## config.mk

```make
export PLATFORM = sky130hd
export DESIGN_NAME = rollcall_scan
export DESIGN_NICKNAME = d
export VERILOG_FILES = /design/src/rtl/rollcall_scan.sv
export SDC_FILE = /design/constraint.sdc
export NUM_CORES = 1
export LEC_CHECK = 0
export BUFFER_PORTS_ARGS = -buffer_cell sky130_fd_sc_hd__buf_2
export CORE_UTILIZATION = 39
export CTS_CLUSTER_SIZE = 40
export DETAILED_ROUTE_END_ITERATION = 7
export GPL_ROUTABILITY_DRIVEN = 0
export REMOVE_ABC_BUFFERS = 1
export SLEW_MARGIN = 20
export SYNTH_ARGS = -nofsm -noshare
export SYNTH_HDL_FRONTEND = slang
export SYNTH_SLANG_ARGS = --single-unit
export TNS_END_PERCENT = 30
```

## constraint.sdc

```tcl
create_clock -name clk -period 2.4 [get_ports clk]
set_input_delay 0.48 -clock clk [delete_from_list [all_inputs] [get_ports clk]]
set_output_delay 0.48 -clock clk [all_outputs]
set_load 0.02 [all_outputs]
```

## src/rtl/rollcall_scan.sv

```systemverilog
// Roll-call matcher: loads N_SLOTS slot codes, then checks each circular adjacent
// pair (S[i], S[(i+1)%N]) against a pattern, one pair per clock.
module rollcall_scan #(
    parameter int N_SLOTS = 4,
    parameter int W       = 2,
    parameter int IDX_W   = $clog2(N_SLOTS),
    parameter int CNT_W   = $clog2(N_SLOTS + 1)
) (
    input  logic               clk,
    input  logic               rst,
    input  logic               in_valid,
    output logic               in_ready,
    input  logic [W-1:0]       in_data,
    input  logic               clear,
    input  logic               start,
    input  logic [W-1:0]       pat,
    input  logic               mode,
    output logic               busy,
    output logic               done,
    output logic [N_SLOTS-1:0] match,
    output logic               any,
    output logic               par,
    output logic [CNT_W-1:0]   count,
    output logic [IDX_W-1:0]   first
);

    localparam logic [1:0] ST_LOAD = 2'd0;
    localparam logic [1:0] ST_FULL = 2'd1;
    localparam logic [1:0] ST_SCAN = 2'd2;
    localparam logic [1:0] ST_DONE = 2'd3;

    localparam logic [IDX_W-1:0] LAST_IDX = IDX_W'(N_SLOTS - 1);

    logic [1:0]         state;
    logic [IDX_W-1:0]   wr_ptr;
    logic [IDX_W-1:0]   idx;
    logic [W-1:0]       slots [N_SLOTS];
    logic [W-1:0]       pat_q;
    logic               mode_q;
    logic               start_q;
    logic [N_SLOTS-1:0] match_r;
    logic [CNT_W-1:0]   count_r;
    logic [IDX_W-1:0]   first_r;

    logic [IDX_W-1:0]   nxt_idx;
    logic [W-1:0]       want_b;
    logic               hit;

    // Pair compare for the current scan index; pair N-1 wraps back to slot 0.
    always_comb begin
        nxt_idx = (idx == LAST_IDX) ? {IDX_W{1'b0}} : idx + IDX_W'(1);
        want_b  = mode_q ? ~pat_q : pat_q;
        hit     = (slots[idx] == pat_q) && (slots[nxt_idx] == want_b);
    end

    // start is captured into start_q on the sampling edge; the FSM leaves FULL one edge later.
    always_ff @(posedge clk or posedge rst) begin
        if (rst) begin
            state   <= ST_LOAD;
            wr_ptr  <= {IDX_W{1'b0}};
            idx     <= {IDX_W{1'b0}};
            pat_q   <= {W{1'b0}};
            mode_q  <= 1'b0;
            start_q <= 1'b0;
            match_r <= {N_SLOTS{1'b0}};
            count_r <= {CNT_W{1'b0}};
            first_r <= {IDX_W{1'b0}};
            for (int i = 0; i < N_SLOTS; i++) slots[i] <= {W{1'b0}};
        end else if (clear) begin
            state   <= ST_LOAD;
            wr_ptr  <= {IDX_W{1'b0}};
            idx     <= {IDX_W{1'b0}};
            start_q <= 1'b0;
            match_r <= {N_SLOTS{1'b0}};
            count_r <= {CNT_W{1'b0}};
            first_r <= {IDX_W{1'b0}};
        end else begin
            case (state)
                ST_LOAD: begin
                    start_q <= 1'b0;
                    if (in_valid) begin
                        slots[wr_ptr] <= in_data;
                        if (wr_ptr == LAST_IDX) begin
                            wr_ptr <= {IDX_W{1'b0}};
                            state  <= ST_FULL;
                        end else begin
                            wr_ptr <= wr_ptr + IDX_W'(1);
                        end
                    end
                end
                ST_FULL: begin
                    start_q <= start & ~start_q;
                    if (start && !start_q) begin
                        pat_q   <= pat;
                        mode_q  <= mode;
                        match_r <= {N_SLOTS{1'b0}};
                        count_r <= {CNT_W{1'b0}};
                        first_r <= {IDX_W{1'b0}};
                    end
                    if (start_q) begin
                        state <= ST_SCAN;
                        idx   <= {IDX_W{1'b0}};
                    end
                end
                ST_SCAN: begin
                    start_q <= 1'b0;
                    if (hit) begin
                        match_r[idx] <= 1'b1;
                        count_r      <= count_r + CNT_W'(1);
                        if (match_r == {N_SLOTS{1'b0}}) first_r <= idx;
                    end
                    idx <= nxt_idx;
                    if (idx == LAST_IDX) state <= ST_DONE;
                end
                ST_DONE: begin
                    start_q <= 1'b0;
                    state   <= ST_FULL;
                end
                default: begin
                    start_q <= 1'b0;
                    state   <= ST_LOAD;
                end
            endcase
        end
    end

    assign in_ready = (state == ST_LOAD);
    assign busy     = (state == ST_SCAN);
    assign done     = (state == ST_DONE);
    assign match    = match_r;
    assign any      = |match_r;
    assign par      = ^match_r;
    assign count    = count_r;
    assign first    = first_r;

endmodule
```

=== Word-level counts from Yosys, hierarchy flattened ===
Cells that the tools add are included.

* Register bits after elaboration: 27
* Input port bits: 10
* Output and inout bits: 14
* Word-level logic and storage cells: 105

* $add $sub $neg: 3
* $lt $le $gt $ge: 6
* Equal/unequal tests: 14
* Muxes and demuxes: 41
* Bitwise gates (word level): 8
* Reduce and logical (&&, ||, !) cells: 20

{| class="wikitable"
|+ Operators by type and width
! kind !! number
|-
| $mux W2 || 22
|-
| $mux W4 || 3
|-
| $ne A3 B2 Y1 const B || 4
|-
| $ge A3 B3 Y1 const B || 3
|-
| $mux W3 || 3
|-
| $not A2 Y3 || 3
|-
| $reduce_and A3 Y1 || 3
|-
| $bmux W2 S2 || 2
|-
| $bwmux W8 || 1
|-
| $eq A2 B2 Y1 const B || 4
|-
| $pmux W2 S2 || 2
|-
| $pmux W2 S4 || 1
|-
| $pmux W4 S2 || 1
|-
| $reduce_and A4 Y1 || 2
|-
| $ne A3 B3 Y1 const B || 2
|-
| $pmux W3 S2 || 1
|-
| $add A2 B1 Y2 const B || 2
|-
| $demux W2 S2 || 1
|-
| $eq A2 B2 Y1 || 2
|-
| $logic_and A1 B1 Y1 || 4
|-
| $logic_not A4 Y1 || 1
|-
| $or A4 B4 Y4 || 1
|-
| $reduce_and A2 Y1 || 2
|-
| $reduce_bool A2 Y1 || 2
|-
| other kinds (18) || 20
|}

=== Logic depth before layout (Yosys ltp) ===
Gate-level depths: netlist (run 1).

* Depth in word-level cells: 11
* Mapped depth: 8
* Gate-level depth less buffers: 7

=== Worst setup path after synthesis (run 1) ===
Ideal clock, no wire load.

* Kind: flip-flop to flip-flop
* From: register idx[0]
* To: register first_r[0] (netlist: first[0])
* Library setup time: 0.069 ns
* Data arrival time: 2.354 ns
* Data required time: 2.331 ns
* Path slack: -0.023 ns
* Cell stages (with the launch flop): 8
* Buffers on the path: 0
* Clock period less this slack: 2.423 ns
* Cell sequence: dfrtp_1 > inv_1 > ha_1 > mux4_1 > xnor2_2 > nand4_4 > or4_1 > nand3_1

* Longest elaborated chain between the ends: 10
* Elaborated cells between the ends (all ways): 20
* Classes of those cells: add/sub: 1; eq/ne: 4; mux: 11; bitwise: 2; reduce/logical: 2

{| class="wikitable"
|+ RTL lines
! element !! line !! text
|-
| from (decl) || 36 || <nowiki>logic [IDX_W-1:0] idx;</nowiki>
|-
| from (signal assigned) || 61 || <nowiki>idx <= {IDX_W{1'b0}};</nowiki>
|-
| from (signal assigned) || 72 || <nowiki>idx <= {IDX_W{1'b0}};</nowiki>
|-
| from (signal assigned) || 102 || <nowiki>idx <= {IDX_W{1'b0}};</nowiki>
|-
| $add A2 B1 Y2 or $eq A2 B2 Y1 (tied branches) || 51 || <nowiki>nxt_idx = (idx == LAST_IDX) ? {IDX_W{1'b0}} : idx + IDX_W'(1);</nowiki>
|-
| $mux W2 || 51 ||
|-
| $not A2 Y3 (not written as such) || 53 || <nowiki>hit = (slots[idx] == pat_q) && (slots[nxt_idx] == want_b);</nowiki>
|-
| $bmux W2 S2 || 53 ||
|-
| $mux W2 (not written as such) (2 in series) || 53 ||
|-
| $eq A2 B2 Y1 || 53 ||
|-
| $logic_and A1 B1 Y1 || 53 ||
|-
| $ne A3 B2 Y1 (no line) || n/a ||
|-
| $reduce_and A4 Y1 (no line) || n/a ||
|-
| to (signal assigned) || 67 || <nowiki>first_r <= {IDX_W{1'b0}};</nowiki>
|-
| to (signal assigned) || 76 || <nowiki>first_r <= {IDX_W{1'b0}};</nowiki>
|-
| to (signal assigned) || 98 || <nowiki>first_r <= {IDX_W{1'b0}};</nowiki>
|-
| to (decl) || 43 || <nowiki>logic [IDX_W-1:0] first_r;</nowiki>
|}

Several ways; a longest one is shown, not always the timed one. The select of a mux whose other input is x is not followed.
A chain may end at the register's enable or synchronous reset.

=== Final worst setup path (run 1) ===
Same ends and word-level chain as after synthesis.

==> metrics.txt, run 1 <==
LEAKAGE 0.9503 nW; Mapped Area 1608 um^2; Core Area 3799 um^2; DPL Wire Length 2.479 mm; Hold Fails Final Rpt 0; critical-path cell list ha_2, nor2_4, mux4_2, xnor2_2, nand4_4, or4_1, nand3_1; final core area utilization 0.5020; total routed wirelength 3.119 mm; Sink Count 27; worst clock skew 0.003099 ns; portion of netlist area occupied by mux cells 0.1494; XOR/XNOR Fraction of Synth Area 0.06304; compound-cell area share of the yosys netlist 0.09572; Final min period 2.313 ns; initial antenna violation count 0; Slowest cell on crit path mux4_2; post-synth cell types 35; largest net degree at the start of global routing 28; Synth warnings 0; total setup buffers inserted after CTS 0; adder-cell share of the synthesized area 0.1167; CTS Buffer Depth 2; Hold Path Class input pin to async pin; vias in the first global route 1217; CTS buffer count 3; R2R depth 7; io pins 24; RR Startpoint idx[0]; Initial Util 0.4233; crit share post-route 0.9637; Diodes inserted 0; Placed Area 1843 um^2; Peak supply drop 0.0004849 V; CP required 2.61 ns; Least-Margin Pin Slew 0.3573 ns; PD cells 923.0 nW/um^2; Total Neg Setup Slack 0 ns; Critical Path Max Stage Delay 0.54 ns; max-slew violation count 0; DRC 0; reg-to-reg setup timing slack 0.09 ns; outcome completed; global route overflow 0; dpl ws 0.001414 ns; final hold slack 0.2565 ns; number of synthesized register bits 27; Post-synth top flop dfrtp_1; Startpoint Class flop; Placed Instances 218; highest clock rate 432.3 MHz; Int Pwr 1.093 mW; CTS Hold Bufs 0; sequential share of the synthesized area 0.4202; H-tree depth 1; Syn Area/Cell 11.57 um^2; FFs w/ async S/R, synth 1.000; Vias 1131; Clock Tree Root clkbuf_8; Finished Cell Area 1907 um^2; number of synthesized flops with an enable pin 0; row cnt 22; Vert. Die Dim 66.21 um; final cell count without fillers 222; CP Data Arrival Time 2.52 ns; global-route wire length before repair 5.175 mm; slew margin rel. 0.7618; Syn-to-layout area delta 18.60%; net count reported at finish 200; clock power share 0.143; layout cell share with drive strength beyond 1 0.3448; share of power burned in registers 0.382; worst-path maximum fanout 8; worst flop-to-flop path endpoint first[0]; fill count 362; MaxCap Viol Count 0; power share of the combinational group 0.475; GRT Total Usage 0.1574; antenna-violating nets left 0; Die ar. 4383 um^2; worst setup margin 0.08704 ns; Port Buf Inserts 23; simple-gate share of the synthesized area 0.1152; Syn Inst Count 139; drt wl/cell 14.05 um; Vias/cell 5.095; Sw Share 0.3792; clk slew on worst S/H paths 0.09 ns; Worst setup EP type flop; initial DRC count 58; Skew-Pair Late Insertion Delay 0.27 ns; main combinational cell family by area after synthesis multiplexers; Psw 0.6674 mW; CP Class flop to flop; CTS tree built; Die Wd 66.21 um; commonest non-fill, non-tap cell in the layout dfrtp_1; First-pass DRT Iterations 4; final setup vio count 0; highest-count cells in the layout ignoring fill and taps 27 x dfrtp_1, 23 x buf_2, 13 x inv_1, 13 x nand2_1, 13 x ha_1; Tot Pwr 1.760 mW
==> logic make-up (layout without fill, tap and decap cells) <==
family	after synthesis	count (layout)
and+or+nand+nor	35	35
DFF	27	27
AOI/OAI and AO/OA	20	20
muxes	18	18
adders and majority gates	15	15
buffers and inverters	15	50
xor gates and xnor gates	9	9
==> flip-flops by register name, summed over array words and instances, names as in the netlist <==
name     count
count        3
first        2
idx          2
match        4
mode_q       1
pat_q        2
slots        8
start_q      1
state        2
wr_ptr       2
==> final cells by class <==
class,instances,area [um^2],share of cell area
flip-flops and latches,27,675.6,0.3543
multi-input cells,97,887.1,0.4652
well taps,48,60.06,0.03150
repair buffers,33,190.2,0.09974
inverters,13,48.80,0.02559
clock buffers,4,45.04,0.02362
==> power by group through the flow <==
stage                     combinational [mW]  sequential, mW  clock [mW]
after detailed placement               0.827           0.680           0
after floorplan                        0.661           0.647           0
after global routing                   0.918           0.689       0.280
final                                  0.836           0.672       0.252
after global placement                 0.799           0.667           0
after CTS                              0.834           0.672       0.266
==> layer usage <==
layer / part of all wire / track usage
met1: 0.43 / 0.1727
met2: 0.52 / 0.2921
met3: 0.030 / 0.03621
met4: 0.020 / 0.05585
met5: 0 / 0
==> cell usage after synthesis, types with 2 or more instances <==
library cell	number	area [um^2]
dfrtp_1	27	675.7
ha_1	15	187.7
inv_1	13	48.80
nand2_1	13	48.80
mux2_2	12	135.1
nor2_1	7	26.28
a22o_1	5	43.79
mux2i_1	3	30.03
nand3_1	3	15.01
nor2b_1	3	18.77
o21ai_0	3	15.01
xnor2_1	3	26.28
xnor2_2	3	48.80
xor2_1	3	26.28
a21oi_1	2	10.01
a32oi_1	2	17.52
mux4_1	2	52.55
o211ai_1	2	15.01
or4_1	2	15.01
==> critical path: cells and delay by family (launching register included) <==
kind	cells	cell delay, ns
XOR/XNOR	1	0.20
AND/OR/NAND/NOR	4	0.88
adder cells (fa/ha/maj)	1	0.22
flip-flops	1	0.42
multiplexers	1	0.54
==> how the worst max path moves through the flow <==
stage / startpoint / to / slack (ns) / cells past startpoint
after global routing: idx[0] / first[0] / -0.02 / 7
after detailed placement: idx[0] / first[0] / 0.001 / 7
after CTS: idx[0] / first[0] / 0.04 / 7
after global placement: idx[0] / first[0] / 0.06 / 7
final: idx[0] / first[0] / 0.09 / 7
after floorplan: idx[1] / first[0] / -0.05 / 7
==> repair_timing <==
item | CTS | global route
pin swaps | 0 | 4
setup endpoints to repair | 2 | 7
gates resized for setup | 1 | 4
Note: power is estimated with default switching activity, not from simulation.
==> run 2, diff against run 1 <==
--- a/config.mk
+++ b/config.mk
@@ -6,7 +6,7 @@
 export NUM_CORES = 1
 export LEC_CHECK = 0
 export BUFFER_PORTS_ARGS = -buffer_cell sky130_fd_sc_hd__buf_2
-export CORE_UTILIZATION = 39
+export CORE_UTILIZATION = 25
 export CTS_CLUSTER_SIZE = 40
 export DETAILED_ROUTE_END_ITERATION = 7
 export GPL_ROUTABILITY_DRIVEN = 0
==> run 2 against run 1 <==
Fmax is 0.57% higher. Non-clock buffer count increased by 3. Register-to-register slack barely moved. Critical endpoint unchanged. Largest power group unchanged.
==> metrics.txt, run 2 (synthesis gave the netlist of run 1 again) <==
global route overflow 0 (unchanged); CP Data Arrival Time 2.52 ns (about the same); vias in the first global route 1113 (-8.5%); Global Route met3 Usage 0.02637 (-0.009833); MaxCap Viol Count 0 (unchanged); Critical Path Max Stage Delay 0.53 ns (about the same); CTS buffer count 3 (unchanged); initial DRC count 34 (-41%); global-route wire length before repair 5.140 mm (-0.68%); worst clock skew 0.001278 ns (-0.001820 ns); PD cells 894.0 nW/um^2 (-3.1%); Top delay family on crit path simple AND/OR/NAND/NOR gates; reg-to-reg setup timing slack 0.10 ns (about the same); GRT Total Usage 0.1004 (-0.05701); DPL Wire Length 2.313 mm (-6.7%); clk slew on worst S/H paths 0.09 ns (about the same); outcome completed; Vias/cell 4.444 (-13%); Startpoint Class flop; area of the multi-input gates 887.1 um^2 (unchanged); Die Wd 82.20 um (+24%); total routed wirelength 3.069 mm (-1.6%); largest net degree at the start of global routing 28 (unchanged); Peak supply drop 0.0002576 V (-47%); Finished Cell Area 1963 um^2 (+3.0%); Slowest cell on crit path mux4_2; Hold Fails Final Rpt 0 (unchanged); commonest non-fill, non-tap cell in the layout dfrtp_1; Vert. Die Dim 82.20 um (+24%); Syn-to-layout area delta 22.10%; Least-Margin Pin Slew 0.3877 ns (+0.03038 ns); Clock Tree Root clkbuf_8; Placed Area 1877 um^2 (+1.8%); final setup vio count 0 (unchanged); Initial Util 0.2653 (-0.1580); Total Neg Setup Slack 0 ns (unchanged); antenna-violating nets left 0 (unchanged); Final min period 2.300 ns (-0.01317 ns); Port Buf Inserts 23 (unchanged); CTS Buffer Depth 2 (unchanged); Worst setup EP type flop; CP bufs+invs 0 (unchanged); H-tree depth 1 (unchanged); worst-path maximum fanout 8 (unchanged); drt wl/cell 12.18 um (-13%); highest clock rate 434.8 MHz (+0.57%); LEAKAGE 0.9672 nW (+1.8%); Reg with most FFs slots; RSZ-0062 raised after global routing false; critical-path cell list ha_2, nor2_4, mux4_2, xnor2_2, nand4_4, or4_1, nand3_1; Vias 1120 (-0.97%); max-slew violation count 0 (unchanged); Die ar. 6756 um^2 (+54%); CTS tree built; io pins 24 (unchanged); row cnt 28 (+27%); Sink Count 27 (unchanged); final core area utilization 0.3239 (-0.1781); fill count 624 (+72%); storage element area 675.6 um^2 (unchanged); CP Class flop to flop; GR Util met2 0.1620 (-0.1301); Largest register FFs 8 (unchanged); DRC 0 (unchanged); crit share post-route 0.9582 (-0.005489); global route hottest layer met2; Core Area 6061 um^2 (+60%); slew margin rel. 0.7410 (-0.02078); highest-count cells in the layout ignoring fill and taps 27 x dfrtp_1, 23 x buf_2, 13 x nand2_1, 13 x ha_1, 13 x buf_4; initial antenna violation count 0 (unchanged); Global Route met1 Usage 0.1304 (-0.04231); CP required 2.62 ns (about the same); net count reported at finish 203 (+1.5%); First-pass DRT Iterations 4 (unchanged); layout cell share with drive strength beyond 1 0.3672 (+0.02240); Skew-Pair Late Insertion Delay 0.28 ns (about the same); Hold Path Class input pin to async pin; Diodes inserted 0 (unchanged)
[run 2: changes by cell type in the layout (fill, tap and decap cells not counted)]
| cell | before | now |
|---|---|---|
| buf_4 | 10 | 13 |
| inv_1 | 13 | 11 |
| inv_2 | 0 | 2 |
[run 2: where the power goes]
part	switching, mW	internal [mW]	leakage [nW]	total (mW)
Sequential	0.104	0.561	0.360	0.665
Clock	0.150	0.119	0.0228	0.269
Combinational	0.404	0.417	0.585	0.821
[run 2: final cells by class]
| class | instances | area share |
|---|---|---|
| repair buffers | 36 | 0.1083 |
| inverters | 13 | 0.02486 |
| clock buffers | 4 | 0.02294 |
| well taps | 75 | 0.04780 |
| flip-flops and latches | 27 | 0.3442 |
| multi-input cells | 97 | 0.4519 |
[run 2: worst min-delay path, cell delays in order]
cell and delay, ns:
buf_2 0.09, inv_1 0.04, buf_4 0.33
[run 2: repair_timing]
item	in CTS	in global routing
endpoints found under the setup margin	6	9
resized for setup	1	6
hold buffers	0	0
buffers inserted	2	1
pin swaps	0	5
[run 2: routing by layer]
metal  wire [um]  part of all wire  vias up
met1        1541              0.50      532
li1            -                 -      565
met4          35             0.011        0
met5           0                 0        -
met3         124             0.040        4
met2        1368              0.45       19
[run 2: stage by stage]
step                      hold slack, ns  worst slack [ns]  std cells  power, mW
after global routing              0.2932          0.006454        252      1.887
after detailed placement          0.4994          -0.04566        245      1.485
after CTS                         0.2514           0.03533        251      1.768
final                             0.2486            0.1002        252      1.755
after floorplan                   0.4825          -0.04700        137      1.308
after global placement            0.4928           0.01888        245      1.471
[run 2: path summary, 6_finish.rpt]
path	start	endpoint	depth (start not counted)
max	idx[1]	first[0]	7
min	rst	count[0]	3
max reg2reg	idx[1]	first[0]	7
min reg2reg	count[2]	count[2]	2
max in group asynchronous	rst	pat_q[0]	3
min in group clk	pat[0]	pat_q[0]	2
==> run 3, diff against run 2 <==
==> constraint.sdc (replaced) <==
create_clock -name clk -period 2.8 [get_ports clk]
set_input_delay 0.56 -clock clk [delete_from_list [all_inputs] [get_ports clk]]
set_output_delay 0.56 -clock clk [all_outputs]
set_load 0.02 [all_outputs]
==> run 3 against run 2 <==
Critical path depth unchanged. Sequential cell count did not move. Routed wire length shrank 5.1%. Total power decreased by 17%. Cell count fell by 3.6%. Final area shrank 4.4%. Register-to-register slack improved by 0.14 ns. Clock power down 17%. First-iteration DRC count fell by 62%. Hold slack better by 0.082 ns. Core utilization decreased by 1.4 points. Critical path type unchanged. Largest power group unchanged.
==> metrics.txt, run 3 (synthesis gave the netlist of run 1 again) <==
outcome completed; net count reported at finish 194 (-4.4%); crit share post-route 0.9152 (-0.04308); share of power burned in registers 0.389 (+0.010); Global Route met3 Usage 0.02637 (unchanged); Int Pwr 0.9181 mW (-16%); Hold Path Class input pin to async pin; # resized after CTS 0 (-1); row cnt 28 (unchanged); Diodes inserted 0 (unchanged); Syn-to-layout area delta 16.73%; Vias 1111 (-0.80%); global route hottest layer met2; MaxCap Viol Count 0 (unchanged); DPL Wire Length 2.287 mm (-1.1%); First-pass DRT Iterations 4 (unchanged); vias in the first global route 1075 (-3.4%); total setup buffers inserted after CTS 0 (-2); CTS Buffer Depth 2 (unchanged); Hold Fails Final Rpt 0 (unchanged); layout cell share with drive strength beyond 1 0.2976 (-0.06961); Port Buf Inserts 23 (unchanged); Sink Count 27 (unchanged); LEAKAGE 0.9263 nW (-4.2%); Placed Instances 239 (-2.4%); Skew-Pair Late Insertion Delay 0.27 ns (about the same); Initial Util 0.2653 (unchanged); highest-count cells in the layout ignoring fill and taps 27 x dfrtp_1, 23 x buf_2, 15 x ha_1, 13 x inv_1, 13 x nand2_1; max-slew violation count 0 (unchanged); Reg with most FFs slots; Final min period 2.562 ns (+0.2627 ns); CP required 3.01 ns (+0.39 ns); RSZ-0062 raised after global routing false; total routed wirelength 2.911 mm (-5.1%); crit path launch idx[0]; CP Class flop to flop; Die Wd 82.20 um (unchanged); Peak supply drop 0.0003270 V (+27%); Global Route met1 Usage 0.1224 (-0.008055); PD cells 777.9 nW/um^2 (-13%); highest clock rate 390.2 MHz (-10%); DRC 0 (unchanged); Worst setup EP type flop; drt wl/cell 11.98 um (-1.6%); largest net degree at the start of global routing 28 (unchanged); clk slew on worst S/H paths 0.09 ns (about the same); GRT Total Usage 0.09489 (-0.005526); Clock Tree Root clkbuf_8; Startpoint Class flop; initial antenna violation count 0 (unchanged); CTS Hold Bufs 0 (unchanged); clock power share 0.153 (about the same); io pins 24 (unchanged); slew margin rel. 0.7495 (+0.008524); antenna-violating nets left 0 (unchanged); RR Startpoint idx[0]; worst clock skew 0.005044 ns (+0.003765 ns); Sw Share 0.3711 (-0.003655); global route overflow 0 (unchanged); GR Util met2 0.1545 (-0.007438); global-route wire length before repair 4.850 mm (-5.6%); Vias/cell 4.572 (+2.9%); commonest non-fill, non-tap cell in the layout dfrtp_1; Die ar. 6756 um^2 (unchanged); Total Neg Setup Slack 0 ns (unchanged); CTS buffer count 3 (unchanged); CTS tree built; CP Data Arrival Time 2.77 ns (+0.25 ns); final cell count without fillers 243 (-3.6%); Psw 0.5418 mW (-18%); Largest register FFs 8 (unchanged); Core Area 6061 um^2 (unchanged); initial DRC count 13 (-62%); H-tree depth 1 (unchanged); Least-Margin Pin Slew 0.3750 ns (-0.01276 ns); final setup vio count 0 (unchanged); power share of the combinational group 0.458 (-0.010); Vert. Die Dim 82.20 um (unchanged); worst-path maximum fanout 8 (unchanged)
## run 3: cell count changes in the layout (fill, tap and decap cells not counted), sizes merged
cell	delta
buf	-9
## run 3: worst paths after layout
| path | to | slack, ns | cells after the start |
|---|---|---|---|
| worst max-delay path | first[0] | 0.24 | 7 |
| worst min-delay path | start_q | 0.33 | 3 |
| worst max register to register | first[0] | 0.24 | 7 |
| worst min register to register | slots[0] | 0.53 | 1 |
| max in group asynchronous | slots[1] | 2.20 | 3 |
| min in group clk | pat_q[1] | 0.52 | 2 |
## run 3: cell type report
cell class                 count  area [um^2]
fill                         636         4184
multi-input combinational     97        868.3
sequential                    27        675.6
timing repair buffer          27        145.1
tap                           75        93.84
inverter                      13        48.80
clock buffer                   4        45.04
## run 3: stage by stage
stage | worst slack [ns] | hold slack (ns) | power (mW) | utilization | cell area [um^2]
4_1_cts | 0.2168 | 0.3502 | 1.484 | 0.3097 | 1877
5_1_grt | 0.1032 | 0.3755 | 1.574 | 0.3097 | 1877
6_report | 0.2375 | 0.3303 | 1.460 | 0.3097 | 1877
2_1_floorplan | 0.3530 | 0.4825 | 1.121 | - | 1593
3_5_place_dp | 0.2654 | 0.5149 | 1.257 | 0.3022 | 1832
3_3_place_gp | 0.2787 | 0.5124 | 1.249 | 0.3022 | 1832
## run 3: power by group through the flow
| stage | sequential [mW] | clock, mW | combinational [mW] |
|---|---|---|---|
| 6_report | 0.568 | 0.223 | 0.668 |
| 5_1_grt | 0.586 | 0.249 | 0.739 |
| 4_1_cts | 0.569 | 0.233 | 0.681 |
| 3_5_place_dp | 0.577 | 0 | 0.680 |
| 3_3_place_gp | 0.576 | 0 | 0.672 |
| 2_1_floorplan | 0.555 | 0 | 0.566 |
## run 3: worst max-delay path, cell delays in order (launching register included)
cell     delay (ns)
dfrtp_1        0.45
inv_1          0.13
ha_1           0.35
mux4_1         0.61
xnor2_2        0.22
nand4_4        0.16
or4_1          0.49
nand3_1        0.09
## run 3: layer usage
layer | wire, um | vias up
met5 | 0 | -
met4 | 23 | 0
met3 | 94 | 2
met2 | 1338 | 16
met1 | 1454 | 543
li1 | - | 550
